[config.mk]
export PLATFORM = sky130hd
export DESIGN_NAME = lzd_norm_pipe
export DESIGN_NICKNAME = d
export VERILOG_FILES = /design/src/rtl/lzd_pkg.sv /design/src/rtl/lzd_tree.sv /design/src/rtl/lzd_norm_pipe.sv
export SDC_FILE = /design/constraint.sdc
export NUM_CORES = 1
export LEC_CHECK = 0
export CAP_MARGIN = 30
export CORE_ASPECT_RATIO = 2
export CORE_MARGIN = 3
export CORE_UTILIZATION = 35
export CTS_BUF_LIST = sky130_fd_sc_hd__clkbuf_8
export DETAILED_ROUTE_END_ITERATION = 7
export PLACE_DENSITY = 0.62
export RECOVER_POWER = 25
export SLEW_MARGIN = 10
export SYNTH_ARGS = -nofsm -noshare
export SYNTH_HDL_FRONTEND = slang
export SYNTH_HIERARCHICAL = 1
export SYNTH_SLANG_ARGS = --single-unit
[constraint.sdc]
create_clock -name clk -period 3.4 [get_ports clk]
set_input_delay 1.02 -clock clk [delete_from_list [all_inputs] [get_ports clk]]
set_output_delay 1.02 -clock clk [all_outputs]
set_load 0.03 [all_outputs]
[src/rtl/lzd_pkg.sv]
// Shared definitions for the leading-digit detector and normalizer.
package lzd_pkg;

   // Which bit value is being counted from the MSB side
   typedef enum logic {
      MODE_LZ = 1'b0,   // count leading zeros
      MODE_LO = 1'b1    // count leading ones
   } lzdMode_e;

   // Width needed to hold a count in the range 0..w inclusive
   function automatic int countWidth(input int w);
      return $clog2(w) + 1;
   endfunction

endpackage

[src/rtl/lzd_tree.sv]
// Recursive halving leading-zero counter: count of zero bits from the MSB of x.
// The caller pre-XORs the word with the mode bit, so "matching" bits are zeros.
module lzd_tree
   import lzd_pkg::*;
#(
   parameter  int W  = 16,
   localparam int CW = countWidth(W)
) (
   input  logic [W-1:0]  x,
   output logic [CW-1:0] count
);

   if (W == 1) begin : gLeaf
      // A single bit matches exactly when it is zero
      assign count = ~x;
   end else begin : gNode
      localparam int HW  = W / 2;
      localparam int HCW = countWidth(HW);

      logic [HCW-1:0] hiCount;
      logic [HCW-1:0] loCount;

      lzd_tree #(.W(HW)) uHi (
         .x     (x[W-1:HW]),
         .count (hiCount)
      );

      lzd_tree #(.W(HW)) uLo (
         .x     (x[HW-1:0]),
         .count (loCount)
      );

      // hiCount reaches HW (its MSB set) only when the whole upper half matched,
      // in which case the scan continues into the lower half.
      assign count = hiCount[HCW-1] ? (CW'(HW) + CW'(loCount)) : CW'(hiCount);
   end

endmodule

[src/rtl/lzd_norm_pipe.sv]
// Two-stage leading-zero/one counter with normalizing barrel shifter.
// S1 captures the word, its mode and the leading count; S2 captures the
// count, the all-match flag and the word shifted left by the count.
module lzd_norm_pipe
   import lzd_pkg::*;
#(
   parameter int W  = 16,
   parameter int CW = countWidth(W)
) (
   input  logic          clk,
   input  logic          rst,
   input  logic          in_valid,
   output logic          in_ready,
   input  logic [W-1:0]  in_data,
   input  logic          in_mode,
   output logic          out_valid,
   input  logic          out_ready,
   output logic [CW-1:0] out_count,
   output logic [W-1:0]  out_norm,
   output logic          out_all
);

   localparam int LW = $clog2(W);

   // Stage 1 state
   logic          s1Valid;
   logic [W-1:0]  s1Data;
   lzdMode_e      s1Mode;
   logic [CW-1:0] s1Count;

   // Stage 2 state
   logic          s2Valid;
   logic [CW-1:0] s2Count;
   logic          s2All;
   logic [W-1:0]  s2Norm;

   logic          s1Advance;
   logic [W-1:0]  scanWord;
   logic [CW-1:0] scanCount;
   logic          modeBit;
   logic          allMatch;
   logic [W-1:0]  normWord;
   logic [W-1:0]  shiftStage [LW+1];

   // Flip the word so that bits equal to the mode bit become zeros
   assign scanWord = in_data ^ {W{in_mode}};

   lzd_tree #(.W(W)) uTree (
      .x     (scanWord),
      .count (scanCount)
   );

   // S2 can take a new word when empty or when its word leaves this cycle
   assign s1Advance = !s2Valid || out_ready;
   assign in_ready  = !s1Valid || s1Advance;

   // Stage 1 register: load on input transfer, drain to empty otherwise
   always_ff @(posedge clk) begin
      if (rst) begin
         s1Valid <= 1'b0;
         s1Data  <= '0;
         s1Mode  <= MODE_LZ;
         s1Count <= '0;
      end else if (in_ready) begin
         s1Valid <= in_valid;
         if (in_valid) begin
            s1Data  <= in_data;
            s1Mode  <= lzdMode_e'(in_mode);
            s1Count <= scanCount;
         end
      end
   end

   // Barrel shifter: level gi shifts by 2**gi when count bit gi is set
   assign shiftStage[0] = s1Data;

   genvar gi;
   for (gi = 0; gi < LW; gi++) begin : gShift
      assign shiftStage[gi+1] = s1Count[gi] ? (shiftStage[gi] << (1 << gi)) : shiftStage[gi];
   end

   // Count bit LW is set only for count == W, where every bit shifts out
   assign normWord = s1Count[LW] ? '0 : shiftStage[LW];

   // Every bit of the captured word equals its mode bit
   assign modeBit  = (s1Mode == MODE_LO);
   assign allMatch = ~|(s1Data ^ {W{modeBit}});

   // Stage 2 register: advance from S1 when the consumer side allows it
   always_ff @(posedge clk) begin
      if (rst) begin
         s2Valid <= 1'b0;
         s2Count <= '0;
         s2All   <= 1'b0;
         s2Norm  <= '0;
      end else if (s1Advance) begin
         s2Valid <= s1Valid;
         if (s1Valid) begin
            s2Count <= s1Count;
            s2All   <= allMatch;
            s2Norm  <= normWord;
         end
      end
   end

   assign out_valid = s2Valid;
   assign out_count = s2Count;
   assign out_norm  = s2Norm;
   assign out_all   = s2All;

endmodule

After elaboration in Yosys (flattened, before gate mapping)
Index checks and enable logic that the tools add are counted.
- logic and storage cells: 69
- input port bits: 21
- output and inout port bits: 24
- flip-flop bits (word level): 46
- bitwise operators: 18
- add/sub/neg operators: 15
- multiplexer cells: 20
- reduce and logical (&&, ||, !) cells: 8
- operator list (cell ; number):
    $mux 16 ; 5
    $xor 16x16->16 ; 2
    $add 1x1->2 const A ; 8
    $mux 2 ; 8
    $not 1->1 ; 16
    $reduce_or 16->1 ; 1
    $add 2x2->3 const A ; 4
    $mux 3 ; 4
    $add 3x3->4 const A ; 2
    $mux 4 ; 2
    $add 4x4->5 const A ; 1
    $mux 5 ; 1
    $reduce_and 2->1 ; 2
    $logic_not 1->1 ; 3
    $logic_or 1x1->1 ; 2

Logic depth before layout (Yosys ltp)
Gate-level depths: netlist (run 1).
- word-level depth: 10
- mapped depth: 10
- depth with buffers taken out: 8

Cells and area by module
Netlist (run 1), hierarchy kept.
- by module, submodules not included (module ; area each (sq um) ; seq. area each (sq um) ; cells an instance ; times used):
    lzd_norm_pipe ; 2638.8 ; 920.9 ; 305 ; 1
    lzd_tree at uTree.gNode.uHi.gNode.uHi.gNode.uHi ... ; 16.3 ; 0.0 ; 2 ; 8
    lzd_tree at uTree.gNode.uHi.gNode.uHi ... ; 27.5 ; 0.0 ; 3 ; 4
    lzd_tree at uTree.gNode.uHi ... ; 35.0 ; 0.0 ; 4 ; 2
    lzd_tree at uTree.gNode.uHi.gNode.uHi.gNode.uHi.gNode.uHi ... ; 3.8 ; 0.0 ; 1 ; 16
    lzd_tree at uTree ; 46.3 ; 0.0 ; 5 ; 1

Worst setup path before layout (run 1)
OpenSTA, ideal clock, no wires.
- path type: input to register
- from: in in_mode
- to: reg s1Count[0]
- cell stages on the path: 10
- setup time: 132 ps
- path slack: 336 ps
- buffers on the path: 2
- required time: 3268 ps
- arrival: 2932 ps
- cells stage by stage: clkbuf_1 buf_2 xor2_1 inv_1 and2_2 mux2_4 mux2_2 mux2_2 nand2_1 a21oi_1
- elaborated cells on any way between the ends: 47
- those cells by class: add/sub: 15; mux: 15; bitwise: 17
- RTL lines (item ; line ; source):
    start, declared ; lzd_norm_pipe.sv:15 ; input logic in_mode,
    $xor 16x16->16 ; lzd_norm_pipe.sv:46 ; assign scanWord = in_data ^ {W{in_mode}};
    via scanWord[10] ; lzd_norm_pipe.sv:38 ; logic [W-1:0] scanWord;
    $not 1->1 ; lzd_tree.sv:15 ; assign count = ~x;
    via uTree.gNode.uHi.gNode.uLo.gNode.uHi.gNode.loCount ; lzd_tree.sv:21 ; logic [HCW-1:0] loCount;
    $add 1x1->2 ; lzd_tree.sv:35 ; assign count = hiCount[HCW-1] ? (CW'(HW) + CW'(loCount)) : CW'(hiCount);
    $mux 2 ; lzd_tree.sv:35 ;
    via uTree.gNode.uHi.gNode.uLo.gNode.hiCount[1] ; lzd_tree.sv:20 ; logic [HCW-1:0] hiCount;
    $mux 3 ; lzd_tree.sv:35 ;
    via uTree.gNode.uHi.gNode.loCount[0] ; lzd_tree.sv:21 ;
    $add 3x3->4 ; lzd_tree.sv:35 ;
    $mux 4 ; lzd_tree.sv:35 ;
    via uTree.gNode.hiCount[0] ; lzd_tree.sv:20 ;
    $mux 5 ; lzd_tree.sv:35 ;
    via scanCount[0] ; lzd_norm_pipe.sv:39 ; logic [CW-1:0] scanCount;
    end signal, assigned ; lzd_norm_pipe.sv:69 ; s1Count <= scanCount;
    end, declared ; lzd_norm_pipe.sv:29 ; logic [CW-1:0] s1Count;
The timed path passes the listed nets, and every way through them passes these cells.
A chain may end at the register's enable or synchronous reset.

Worst setup path in the final report (run 1)
- from: in out_ready
- to: out in_ready
- longest elaborated chain between the ends: 2
- RTL lines (item ; line ; source):
    start, declared ; lzd_norm_pipe.sv:17 ; input logic out_ready,
    $logic_or 1x1->1 ; lzd_norm_pipe.sv:54 ; assign s1Advance = !s2Valid || out_ready;
    $logic_or 1x1->1 ; lzd_norm_pipe.sv:55 ; assign in_ready = !s1Valid || s1Advance;
    end, declared ; lzd_norm_pipe.sv:13 ; output logic in_ready,
No other way between the ends.

==> impl_metrics.yaml, run 1 <==
routing:
  wl_um: 7740
  drc: 0
  drtPass1Iterations: 4
  antenna_left: 0
  vias: 2666
  detail_route.vias_per_cell: 5.38
  drt-initial-drc-count: 151
  avgRoutedWirePerCell_um: 15.6
finish:
  multi_input_area_um2: 1910
  nets: 418
  area_growth_pct: 19.3
  drive_gt1_frac: 0.146
  final_util: 0.434
  fillers: 886
  insertedDiodeCount: 0
  seq_area_um2: 921
grt:
  grt_pass1_vias: 2650
  grt_max_degree: 28
  grt_pass1_wl_um: 12900
  antenna_found_initial: 0
  gr-total-overflow: 0
  grtUsageTotal: 0.161
floorplanning:
  ios: 45
  start_util: 0.363
  die-area_um2: 9950
  die_w_um: 72.1
  rows: 47
  coreArea_um2: 8410
  die_h_um: 138
logic_synthesis:
  synthTopCellsByCount: "70 x nand2_1, 46 x dfxtp_1, 38 x a21oi_1"
  synth_most_common_cell: "nand2_1"
  yosysWarnings: 6
  syn_area_um2: 3060
  yosys.area.top_type: "dfxtp_1"
  syn_avg_cell_area_um2: 8.44
  synth_edf_count: 0
  syn-num-nets: 383
  yosys-top-cells-area: "dfxtp_1 30%, nand2_1 8.6%, mux4_2 6.6%"
  ys_ff_latch: 46
  ys_seq_area_frac: 0.301
  synth_cells: 362
  yosys.cell_types.count: 44
  async_reset_ff_frac: 0
  synth-main-ff-cell: "dfxtp_1"
  yosysTopAreaCellShare: 0.301
job:
  max_cap_viol_count: 0
sta:
  fin_worst_skew_ps: 6.54
  finalCritPeriodShare: 0.884
  fmax_mhz: 333
  slew_viol_final: 0
  finalSetupTns_ps: 0
  timing.slew.headroom: 0.404
  setup_viol: 0
  worst_pin_slew_ps: 894
  post-route-min-period_ps: 3000
  layout_setup_ws_ps: 396
  hold_violations: 0
  rsz0062_at_grt: "no"
clocking:
  cts_tree: "built"
  cts_resized: 0
  ctsHoldBuffers: 0
  cts_buffer_depth: 2
  clkSlewWorstSetupHoldPaths_ps: 90
  post_cts_buffers: 0
  cts_root_buf: "clkbuf_8"
  clkSinkCount: 46
  numCtsBuffers: 5
  htreeDepth: 2
  clk_latency_ps: 300
worst_setup_path:
  crit_path_max_fanout: 3
  max_stage_delay_ps: 560
  worstPathArrival_ps: 1980
  critPathTopFamily: "buffers and inverters"
  slowest_stage: "dlygate4sd3_1"
  crit_type: "primary input to primary output"
  cp-end-kind: "primary output"
  startpoint_type: "primary input"
  rrSetupSlack_ps: 1310
  crit_required_ps: 2380
  critical_path_buf_inv_count: 2
  worstPathCellList: "dlygate4sd3_1 > nand3b_1 > buf_4"
pwr:
  p_total_mw: 1.24
  p_leak_nw: 1.35
  peakVddDrop_v: 0.000155
  powerDensity_nw_per_um2: 339
hold_path:
  hold_class: "register to register"
place:
  dp_hpwl_um: 6220
  place_ws_ps: 215
  globalplace.congestion: 0.926
  io_buffers: 44
status:
  outcome: "completed"
==> routing by layer <==
| metal | wire length, um | track usage | vias up |
|---|---|---|---|
| met5 | 0 | 0 | - |
| met4 | 323 | 0.0872 | 0 |
| met3 | 208 | 0.0167 | 20 |
| li1 | - | - | 1333 |
| met1 | 2640 | 0.155 | 1254 |
| met2 | 4570 | 0.315 | 59 |
==> registers in the layout, summed over array words and instances, names as in the netlist <==
name,cells
out_norm,16
s1Data,16
out_count,5
s1Count,5
modeBit,1
out_all,1
out_valid,1
s1Valid,1
==> path summary, 6_finish.rpt <==
check | start | end | cells past startpoint
max | out_ready | in_ready | 3
min | out_count[2] | out_count[2] | 2
max reg2reg | s1Count[0] | out_norm[9] | 5
min reg2reg | out_count[2] | out_count[2] | 2
==> cells in the final DEF (no fill, tap or decap), types with 3 or more instances in the layout <==
master           count
mux4_2               9
mux2_4               4
mux4_1               3
nor4_1               6
inv_1               21
clkbuf_8             6
and2b_2              8
and2_2               8
dlygate4sd3_1        8
clkdlybuf4s50_1     35
a22oi_1              3
mux2_2              11
nand3_1              4
a21oi_1             38
a32oi_1              4
dfxtp_1             46
clkbuf_1             3
and2_1               8
nand4_1              4
xor2_1              16
nor3_1               5
buf_4                7
mux2i_1             17
nand2b_1             7
nor2_1               9
nor2b_1              8
o211ai_1             4
nand2_1             70
==> power by group <==
part | internal (mW) | switching [mW]
combinational | 0.146 | 0.140
clock | 0.164 | 0.188
sequential | 0.560 | 0.0393
total | 0.869 | 0.368
==> layout make-up <==
cell class / instances / area share
clock buffers: 6 / 0.0226
clock inverters: 2 / 0.00343
inverters: 21 / 0.0216
multi-input cells: 269 / 0.525
flip-flops and latches: 46 / 0.253
well taps: 98 / 0.0336
repair buffers: 54 / 0.141
==> worst min-delay path: stages, from the launching register on <==
cell and delay [ps]:
dfxtp_1 310, nand2_1 50, a21oi_1 50
==> logic make-up (layout without fill, tap and decap cells) <==
logic type	Yosys count	in the layout	share of synthesized area
AND/OR/NAND/NOR	145	145	0.243
XOR/XNOR	16	16	0.0459
AO/OA/AOI/OAI	64	64	0.131
multiplexers	44	44	0.208
flip-flops	46	46	0.301
buffers and inverters	47	83	0.0704
==> metrics by stage <==
stage                     area, um^2  hold WS [ps]  std cells
after global routing            3650           472        496
after CTS                       3660           461        496
after detailed placement        3570           449        488
after floorplan                 3060           448        362
after global placement          3570           445        488
final                           3650           454        496
(Power assumes the default switching activity.)
==> inputs of run 2 (changes only) <==
--- a/config.mk
+++ b/config.mk
@@ -16,5 +16,4 @@
 export SLEW_MARGIN = 10
 export SYNTH_ARGS = -nofsm -noshare
 export SYNTH_HDL_FRONTEND = slang
-export SYNTH_HIERARCHICAL = 1
 export SYNTH_SLANG_ARGS = --single-unit
==> impl_metrics.yaml, run 2 <==
status:
  outcome: "completed"
logic_synthesis:
  synth_compound_area_frac: 0.184
  synth-main-ff-cell: "dfxtp_1"
  yosys.area.top_type: "dfxtp_1"
  synthXorXnorAreaFrac: 0.00323
  synthAdderAreaFrac: 0
  ys_seq_area_frac: 0.339
  yosysWarnings: 0
  synth_simple_gate_area_share: 0.231
  async_reset_ff_frac: 0
  synth_most_common_cell: "nand2_1"
  syn-num-nets: 345
  yosys.cell_types.count: 48
  synth_top_family_by_area: "simple AND/OR/NAND/NOR gates"
  synth_edf_count: 0
  syn_area_um2: 2710
  synth_mux_area_frac: 0.183
  syn_avg_cell_area_um2: 8.38
  ys_ff_latch: 46
  synthTopCellsByCount: "50 x nand2_1, 46 x dfxtp_1, 34 x nor2_1"
  yosys-top-cells-area: "dfxtp_1 34%, mux2i_1 9.2%, mux4_2 8.3%"
  yosysTopAreaCellShare: 0.339
  synth_cells: 324
routing:
  wl_um: 6950
  detail_route.vias_per_cell: 5.46
  antenna_left: 0
  drt-initial-drc-count: 133
  drc: 0
  drtPass1Iterations: 4
  avgRoutedWirePerCell_um: 15.2
  vias: 2501
finish:
  fillers: 762
  drive_gt1_frac: 0.104
  insertedDiodeCount: 0
  finalNonFillerCells: 458
  layout_commonest_cell: "nand2_1"
  nets: 386
  area_growth_pct: 22.3
  layout_common_cells: "50 x nand2_1, 46 x dfxtp_1, 42 x clkdlybuf4s50_1, 34 x nor2_1, 29 x a21oi_1"
  final_cell_area_um2: 3320
place:
  globalplace.congestion: 0.873
  dp_cells: 449
  place_ws_ps: 358
  io_buffers: 44
  dp_hpwl_um: 5560
  dpl_cell_area_um2: 3220
sta:
  rsz0062_at_grt: "no"
  post-route-min-period_ps: 3000
  finalSetupTns_ps: 0
  hold_violations: 0
  setup_viol: 0
  worst_pin_slew_ps: 1140
  layout_setup_ws_ps: 402
  fin_worst_skew_ps: 5.99
  finalCritPeriodShare: 0.882
  timing.slew.headroom: 0.242
  slew_viol_final: 0
  fmax_mhz: 334
pwr:
  p_total_mw: 1.18
  powerDensity_nw_per_um2: 357
  peakVddDrop_v: 0.000133
  p_leak_nw: 1.13
worst_setup_path:
  critPathTopFamily: "buffers and inverters"
  r2r_start: "s1Count[2]"
  worstPathCellList: "clkdlybuf4s50_1 > clkbuf_1 > clkbuf_1 > a21oi_1"
  path_common_cell: "clkbuf_1"
  slowest_stage: "clkbuf_1"
  crit_path_max_fanout: 27
  startpoint_type: "primary input"
  crit_type: "primary input to register"
  critical_path_buf_inv_count: 3
  max_stage_delay_ps: 910
  startpoint: "rst"
  cp-end-kind: "register"
  crit_required_ps: 3540
  worstPathArrival_ps: 3140
clocking:
  clkSlewWorstSetupHoldPaths_ps: 80
  numCtsBuffers: 5
  post_cts_buffers: 0
  clk_latency_ps: 310
  cts_root_buf: "clkbuf_8"
  cts_tree: "built"
  cts_resized: 0
  clkSinkCount: 46
  ctsHoldBuffers: 0
  cts_buffer_depth: 2
  htreeDepth: 2
grt:
  grtUsageTotal: 0.169
  grt_pass1_wl_um: 11600
  antenna_found_initial: 0
  gr-total-overflow: 0
  grt_max_degree: 28
  grt_pass1_vias: 2430
floorplanning:
  die_w_um: 68.3
  coreArea_um2: 7380
  die_h_um: 131
  start_util: 0.368
  die-area_um2: 8910
  rows: 44
  ios: 45
hold_path:
  hp-start: "out_all"
  hold_class: "register to register"
job:
  max_cap_viol_count: 0
-- run 2: cell count changes after synthesis, moves of 9 or more --
cell,previous run,this run
inv_1,21,5
a22oi_1,3,12
xor2_1,16,1
nor3_1,4,13
mux2_2,11,2
nand2_1,70,50
nor2_1,9,34
a21oi_1,38,29
o21ai_0,1,11
-- run 2: tightest hold or removal path, cell delays in order (launching register included) --
cell	delay (ps)
dfxtp_1	320
nand2_1	50
a21oi_1	50
-- run 2: worst paths after layout --
kind                  end  slack [ps]  cells after the start
max             s1Data[0]         400                      4
min reg2reg       out_all         470                      2
min               out_all         470                      2
max reg2reg  out_norm[15]        1470                      6
-- run 2: logic make-up after synthesis --
logic type,Yosys count
XOR/XNOR,1
AND/OR/NAND/NOR,135
AO/OA/AOI/OAI,77
buffers and inverters,28
multiplexers,37
flip-flops,46
-- run 2: report_power, final --
part / leakage, nW / internal (mW) / switching [mW]
logic: 0.712 / 0.114 / 0.130
registers: 0.375 / 0.560 / 0.0314
clock network: 0.0472 / 0.163 / 0.183
total: 1.13 / 0.838 / 0.345
-- run 2: metal layers --
layer	up-vias	wire length (um)	GRT usage
li1	1265	-	-
met1	1173	2460	0.162
met2	45	4060	0.331
met3	18	170	0.0197
met4	0	258	0.0879
met5	-	0	0
-- run 2: through the flow --
| stage | util | hold WS [ps] |
|---|---|---|
| after floorplan | - | 457 |
| after CTS | 0.449 | 472 |
| final | 0.450 | 466 |
| after global placement | 0.436 | 456 |
| after detailed placement | 0.436 | 460 |
| after global routing | 0.450 | 512 |
-- run 2: cell type report --
| type | count | area [um^2] | area share |
|---|---|---|---|
| flip-flops and latches | 46 | 921 | 0.278 |
| multi-input cells | 250 | 1630 | 0.492 |
| clock buffers | 6 | 82.6 | 0.0249 |
| inverters | 5 | 18.8 | 0.00566 |
| clock inverters | 2 | 12.5 | 0.00377 |
| well taps | 92 | 115 | 0.0347 |
| repair buffers | 57 | 536 | 0.161 |
